### config.mk
export PLATFORM = sky130hd
export DESIGN_NAME = pc_fetch
export DESIGN_NICKNAME = d
export VERILOG_FILES = /design/src/rtl/pc_fetch_pkg.sv /design/src/rtl/fetch_fifo.sv /design/src/rtl/pc_fetch.sv
export SDC_FILE = /design/constraint.sdc
export NUM_CORES = 1
export LEC_CHECK = 0
export CAP_MARGIN = 5
export CORE_ASPECT_RATIO = 2
export CORE_MARGIN = 4
export CORE_UTILIZATION = 41
export CTS_CLUSTER_SIZE = 8
export DETAILED_ROUTE_END_ITERATION = 10
export GPL_TIMING_DRIVEN = 0
export PLACE_DENSITY = 0.63
export SLEW_MARGIN = 30
export SYNTH_ARGS = -nofsm -noshare
export SYNTH_HDL_FRONTEND = slang
export SYNTH_SLANG_ARGS = --single-unit
### constraint.sdc
create_clock -name clk -period 8.5 [get_ports clk]
set_input_delay 1.7 -clock clk [delete_from_list [all_inputs] [get_ports clk]]
set_output_delay 1.7 -clock clk [all_outputs]
set_load 0.02 [all_outputs]
### src/rtl/pc_fetch_pkg.sv
// Shared types and constants for the instruction-fetch front end.
package pc_fetch_pkg;

  localparam int unsigned XLEN  = 32;
  localparam int unsigned CNT_W = 2;

  localparam logic [XLEN-1:0] NOP_INST         = 32'h0000_0000;
  localparam logic [XLEN-1:0] PC_STEP          = 32'd4;
  localparam logic [XLEN-1:0] DEFAULT_RESET_PC = 32'h0000_0000;

  // One fetched word together with the address it came from.
  typedef struct packed {
    logic [XLEN-1:0] pc;
    logic [XLEN-1:0] inst;
  } fetch_entry_t;

endpackage

### src/rtl/fetch_fifo.sv
// Two-entry synchronous FIFO of fetch entries. Empty slots are held at
// {0, NOP_INST} so the head reads as a NOP whenever the FIFO is empty.
module fetch_fifo
  import pc_fetch_pkg::*;
(
  input  logic             clk,
  input  logic             rst,
  input  logic             push,
  input  fetch_entry_t     push_data,
  input  logic             pop,
  input  logic             flush,
  output logic [CNT_W-1:0] count,
  output fetch_entry_t     head
);

  localparam fetch_entry_t EMPTY = '{pc: '0, inst: NOP_INST};

  fetch_entry_t     slot0_q, slot1_q, slot0_d, slot1_d;
  logic [CNT_W-1:0] count_q, count_d;
  logic             do_push, do_pop;

  // Next-state: pop shifts slot1 forward, then push lands in the first free slot.
  always_comb begin
    slot0_d = slot0_q;
    slot1_d = slot1_q;
    count_d = count_q;
    do_pop  = pop && (count_q != '0);
    do_push = push && ((count_q != CNT_W'(2)) || do_pop);
    if (do_pop) begin
      slot0_d = slot1_q;
      slot1_d = EMPTY;
      count_d = count_q - CNT_W'(1);
    end
    if (do_push) begin
      if (count_d == '0) begin
        slot0_d = push_data;
      end else begin
        slot1_d = push_data;
      end
      count_d = count_d + CNT_W'(1);
    end
  end

  // Storage registers; reset and flush both empty the FIFO.
  always_ff @(posedge clk) begin
    if (rst || flush) begin
      slot0_q <= EMPTY;
      slot1_q <= EMPTY;
      count_q <= '0;
    end else begin
      slot0_q <= slot0_d;
      slot1_q <= slot1_d;
      count_q <= count_d;
    end
  end

  assign count = count_q;
  assign head  = slot0_q;

endmodule

### src/rtl/pc_fetch.sv
// Instruction-fetch front end: owns the PC, issues word fetches with a
// two-slot credit, buffers returned words and presents them to decode.
// Optional feature macro: PC_FETCH_ALIGN_CHECK_EN (misaligned redirect
// halts fetch and raises o_misalign until reset).
module pc_fetch
  import pc_fetch_pkg::*;
#(
  parameter logic [XLEN-1:0] RESET_PC = DEFAULT_RESET_PC
) (
  input  logic            clk,
  input  logic            rst,
  output logic            o_imem_req,
  output logic [XLEN-1:0] o_imem_addr,
  input  logic            i_imem_ready,
  input  logic            i_imem_rvalid,
  input  logic [XLEN-1:0] i_imem_rdata,
  input  logic            i_stall,
  input  logic            i_redirect,
  input  logic [XLEN-1:0] i_redirect_pc,
  output logic            o_valid,
  output logic [XLEN-1:0] o_pc,
  output logic [XLEN-1:0] o_inst,
  output logic            o_misalign
);

  logic [XLEN-1:0]  fetch_pc_q;
  logic [CNT_W-1:0] drop_q;
  logic [CNT_W-1:0] inflight;
  logic [CNT_W-1:0] pcq_count, outq_count;
  fetch_entry_t     pcq_head, outq_head, pcq_push_data, outq_push_data;
  logic [2:0]       credit_used;
  logic             pop, accept, rsp_ok, rsp_drop, rsp_push, pcq_pop;
  logic             halted;
  logic [XLEN-1:0]  redirect_target;

  // Credit check, request generation and response classification.
  always_comb begin
    inflight       = pcq_count + drop_q;
    pop            = o_valid & ~i_stall;
    credit_used    = 3'(inflight) + 3'(outq_count);
    o_imem_req     = ~rst & ~i_redirect & ~halted & (credit_used < (3'd2 + 3'(pop)));
    accept         = o_imem_req & i_imem_ready;
    rsp_ok         = i_imem_rvalid & (inflight != '0);
    rsp_drop       = rsp_ok & (drop_q != '0);
    pcq_pop        = rsp_ok & (drop_q == '0);
    rsp_push       = pcq_pop & ~i_redirect;
    pcq_push_data  = '{pc: fetch_pc_q, inst: NOP_INST};
    outq_push_data = pcq_head;
    outq_push_data.inst = i_imem_rdata;
  end

  // Fetch PC and stale-response drop counter; redirect wins over everything.
  always_ff @(posedge clk) begin
    if (rst) begin
      fetch_pc_q <= RESET_PC;
      drop_q     <= '0;
    end else if (i_redirect) begin
      fetch_pc_q <= redirect_target;
      drop_q     <= inflight - CNT_W'(rsp_ok);
    end else begin
      if (accept) begin
        fetch_pc_q <= fetch_pc_q + PC_STEP;
      end
      if (rsp_drop) begin
        drop_q <= drop_q - CNT_W'(1);
      end
    end
  end

`ifdef PC_FETCH_ALIGN_CHECK_EN
  logic halted_q;

  // Sticky halt on a misaligned redirect target, cleared only by reset.
  always_ff @(posedge clk) begin
    if (rst) begin
      halted_q <= 1'b0;
    end else if (i_redirect && (i_redirect_pc[1:0] != 2'b00)) begin
      halted_q <= 1'b1;
    end
  end

  assign redirect_target = i_redirect_pc;
  assign halted          = halted_q;
  assign o_misalign      = halted_q;
`else
  assign redirect_target = i_redirect_pc & ~XLEN'(3);
  assign halted          = 1'b0;
  assign o_misalign      = 1'b0;
`endif

  // PCs of requests that are still expected to return live data.
  fetch_fifo u_pcq (
    .clk       (clk),
    .rst       (rst),
    .push      (accept),
    .push_data (pcq_push_data),
    .pop       (pcq_pop),
    .flush     (i_redirect),
    .count     (pcq_count),
    .head      (pcq_head)
  );

  // Fetched words waiting for decode.
  fetch_fifo u_outq (
    .clk       (clk),
    .rst       (rst),
    .push      (rsp_push),
    .push_data (outq_push_data),
    .pop       (pop),
    .flush     (i_redirect),
    .count     (outq_count),
    .head      (outq_head)
  );

  assign o_imem_addr = fetch_pc_q;
  assign o_valid     = (outq_count != '0);
  assign o_pc        = outq_head.pc;
  assign o_inst      = outq_head.inst;

endmodule

==> results.sh <==
export IMPL_tritoncts="yes"
export IMPL_final_worst_setup_slack_ns=2.34
export IMPL_crit_chain="clkdlybuf4s50_1 -> nor2_1 -> clkbuf_1 -> clkbuf_1 -> o21a_1 -> clkdlybuf4s50_1"
export IMPL_netlist_area_mm2=0.00988
export IMPL_hold_path_depth=2
export IMPL_grt_antenna_before_repair=0
export IMPL_place_worst_setup_slack_ns=2.32
export IMPL_timing_reg2reg_setup_slack_ns=4.70
export IMPL_post_synthesis_cell_count=1232
export IMPL_multi_input_comb_area_mm2=0.00482
export IMPL_die_h_um=227
export IMPL_max_vdd_ir_drop_mv=0.118
export IMPL_ys_dominant_reg_cell="dfxtp_1"
export IMPL_cp_data_required_time_ns=6.80
export IMPL_outcome="finished clean"
export IMPL_cts_root_buf="clkbuf_16"
export IMPL_worst_hold_startpoint="u_pcq.slot1_q[32]"
export IMPL_final_hold_violation_count=0
export IMPL_clock_skew_ns=0.00743
export IMPL_layout_area_overhead_vs_synth_pct=29.8
export IMPL_worst_reg2reg_path_endpoint="u_pcq.slot1_q[53]"
export IMPL_total_of_warnings_raised_by_yosys=0
export IMPL_cts_clk_slew_worst_paths_ns=0.05
export IMPL_cp_slowest_cell="clkdlybuf4s50_1"
export IMPL_relSlewSlack_pct=40.1
export IMPL_worst_path_largest_cell_delay_ns=0.61
export IMPL_first_pass_grt_wire_length_mm=50.0
export IMPL_startpoint_type="input pin"
export IMPL_cellPowerDensity_mw_per_mm2=226
export IMPL_final_design_area_no_fill_mm2=0.0128
export IMPL_num_io_pins=169
export IMPL_groute_usage_overall_pct=22.8
export IMPL_ctsHoldBuffers=0
export IMPL_finalNonFillerCells=1720
export IMPL_power_static_leakage_nw=4.10
export IMPL_synth_largest_area_cell="dfxtp_1"
export IMPL_final_setup_tns_ns=0
export IMPL_holdPathEnd="u_pcq.head[32]"
export IMPL_antennaDiodeCount=0
export IMPL_cts_setup_buffers=0
export IMPL_synth_edf_count=0
export IMPL_regArea_mm2=0.00456
export IMPL_place_detailed_instances=1682
export IMPL_cp_end_kind="output pin"
export IMPL_final_net_count=1513
export IMPL_final_layout_size_suffix_gt1_share_pct=3.91
export IMPL_worst_endpoint_arrival_ns=4.46
export IMPL_grt_start_max_net_pins=11
export IMPL_synth_avg_cell_area_um2=8.02
export IMPL_detailedRoute_firstIterationViolations=381
export IMPL_timing_rr_start="u_pcq.count[0]"
export IMPL_start_util_pct=41.5
export IMPL_port_buffers=161
export IMPL_rsz0062_at_grt="no"
export IMPL_cts_path_max_buffers=3
export IMPL_r2r_cells=9
export IMPL_first_pass_iteration_count_of_the_detailed_router=5
export IMPL_async_flop_share_pct=0
export IMPL_number_of_global_route_vias_before_repair=9543
export IMPL_fillCellCount=2307
export IMPL_hpwlAfterDp_mm=24.0
export IMPL_floorplan_core_area_mm2=0.0238
export IMPL_post_synth_top_count_cell="nand2_1"
export IMPL_worst_pin_slew_ns=0.898
export IMPL_cts_buffers_inserted=34
export IMPL_area_of_placed_instances_mm2=0.0119
export IMPL_synth_yosys_seq_area_share_pct=46.2
export IMPL_maxSlewViolCount=0
export IMPL_cts_resized=0
export IMPL_global_route_overflow_total=0
export IMPL_cp_buffers_inverters=4
export IMPL_fin_crit_ns=6.16
export IMPL_critical_path_top_delay_family="buffers and inverters"
export IMPL_max_cap_violations=0
export IMPL_routabilityCongestion=0.847
export IMPL_crit_path_max_fanout=10
export IMPL_worst_hold_path_type="flop to flop"
export IMPL_synthTopCellsByArea="dfxtp_1 (46%), nand2_1 (9.5%), a311oi_1 (5.9%)"
export IMPL_synth_cell_types=50
export IMPL_final_min_period_over_clock_period_pct=72.4
export IMPL_die_area_mm2=0.0268
export IMPL_drc=0
export IMPL_die_w_um=118
export IMPL_floorplan_rows=80
export IMPL_hold_slack_ns=0.451
export IMPL_ys_seq_elements=228
export IMPL_number_of_setup_violations_in_the_final_report=0
export IMPL_antenna_left=0
export IMPL_htreeDepth=2
export IMPL_vias_per_cell=5.52
export IMPL_clock_sinks=228
export IMPL_post_synth_most_frequent_cells="nand2_1 (251), dfxtp_1 (228), nand3_1 (113)"
export IMPL_yosys_area_top_type_share_pct=46.2
export IMPL_avgRoutedWirePerCell_um=18.1
export IMPL_dr_total_vias=9490
export IMPL_achievable_frequency_mhz=162
export IMPL_path_class="input pin to output pin"
export IMPL_clock_latency_on_the_worst_skew_pair_ns=0.49
export IMPL_finalWirelength_mm=31.1
routing by layer:
metal | up-vias | part of all wire, % | wire length [um] | GRT usage [%]
met4 | 0 | 4.8 | 1500 | 11.4
met1 | 4414 | 35 | 11000 | 22.2
li1 | 4697 | - | - | -
met3 | 87 | 3.8 | 1180 | 2.91
met2 | 292 | 56 | 17400 | 46.5
met5 | - | 0 | 0 | 0
layout make-up:
type                    instances  area share [%]
clock buffers                  37            7.22
repair buffers                161            12.6
inverters                      17           0.498
well taps                     287            2.80
clock inverters                 1           0.234
flip-flops and latches        228            35.6
plain buffers                 112            3.46
multi-input cells             877            37.6
how the worst max path moves through the flow:
stage | startpoint | to | slack (ns) | depth (start not counted)
floorplan | i_redirect | o_imem_req | 3.77 | 5
global placement | rst | o_imem_req | 2.34 | 6
detailed placement | rst | o_imem_req | 2.32 | 6
CTS | rst | o_imem_req | 2.31 | 6
global route | rst | o_imem_req | 2.22 | 6
finish | rst | o_imem_req | 2.34 | 6
where the power goes:
group          switching (W)  leakage [nW]  internal [W]
logic               0.000309          1.78      0.000183
clock network       0.000454         0.470      0.000788
registers          0.0000451          1.85       0.00112
state kept, by name (all words and copies together), names as in the netlist:
| name | count |
|---|---|
| u_outq.count | 2 |
| drop_q | 2 |
| u_outq.slot1_q | 64 |
| u_pcq.slot1_q | 32 |
| u_pcq.head | 32 |
| o_imem_addr | 30 |
| u_outq.head | 64 |
| u_pcq.count | 2 |
cell usage in the layout (no fill, tap or decap), types with 27 or more instances in the layout:
master | synthesis | layout
a311oi_1 | 66 | 66
nor2_1 | 93 | 93
xnor2_1 | 27 | 27
clkbuf_1 | 91 | 91
mux2i_1 | 33 | 33
o21ai_0 | 60 | 60
nand2_1 | 251 | 251
a21oi_1 | 109 | 109
nand3_1 | 113 | 113
clkdlybuf4s50_1 | 0 | 161
dfxtp_1 | 228 | 228
clkbuf_16 | 0 | 37
per-stage QoR:
| step | total power, W | util, % |
|---|---|---|
| finish | 0.00289 | 53.8 |
| CTS | 0.00291 | 53.8 |
| global placement | 0.00167 | 49.8 |
| floorplan | 0.00146 | - |
| detailed placement | 0.00167 | 49.8 |
| global route | 0.00300 | 53.8 |
kinds of logic (layout without fill, tap and decap cells):
group                      after synthesis  in the layout  synth area share [%]
AOI/OAI and AO/OA                      285            285                  18.4
xor gates and xnor gates                29             29                  2.71
adders and majority gates               12             12                  1.60
buffers and inverters                  129            328                  5.13
DFF                                    228            228                  46.2
muxes                                   34             34                  3.46
other                                    1              3                0.0380
and+or+nand+nor                        514            514                  22.5
worst reg2reg max path: cells and delay by family (launching register included):
family                   cells  cell delay [ns]
AO/OA/AOI/OAI                3             1.18
adder cells (fa/ha/maj)      2             0.78
buffers and inverters        2             0.70
XOR/XNOR                     1             0.44
flip-flops                   1             0.43
AND/OR/NAND/NOR              1             0.13
No activity file was read; power rests on OpenSTA's default activity.
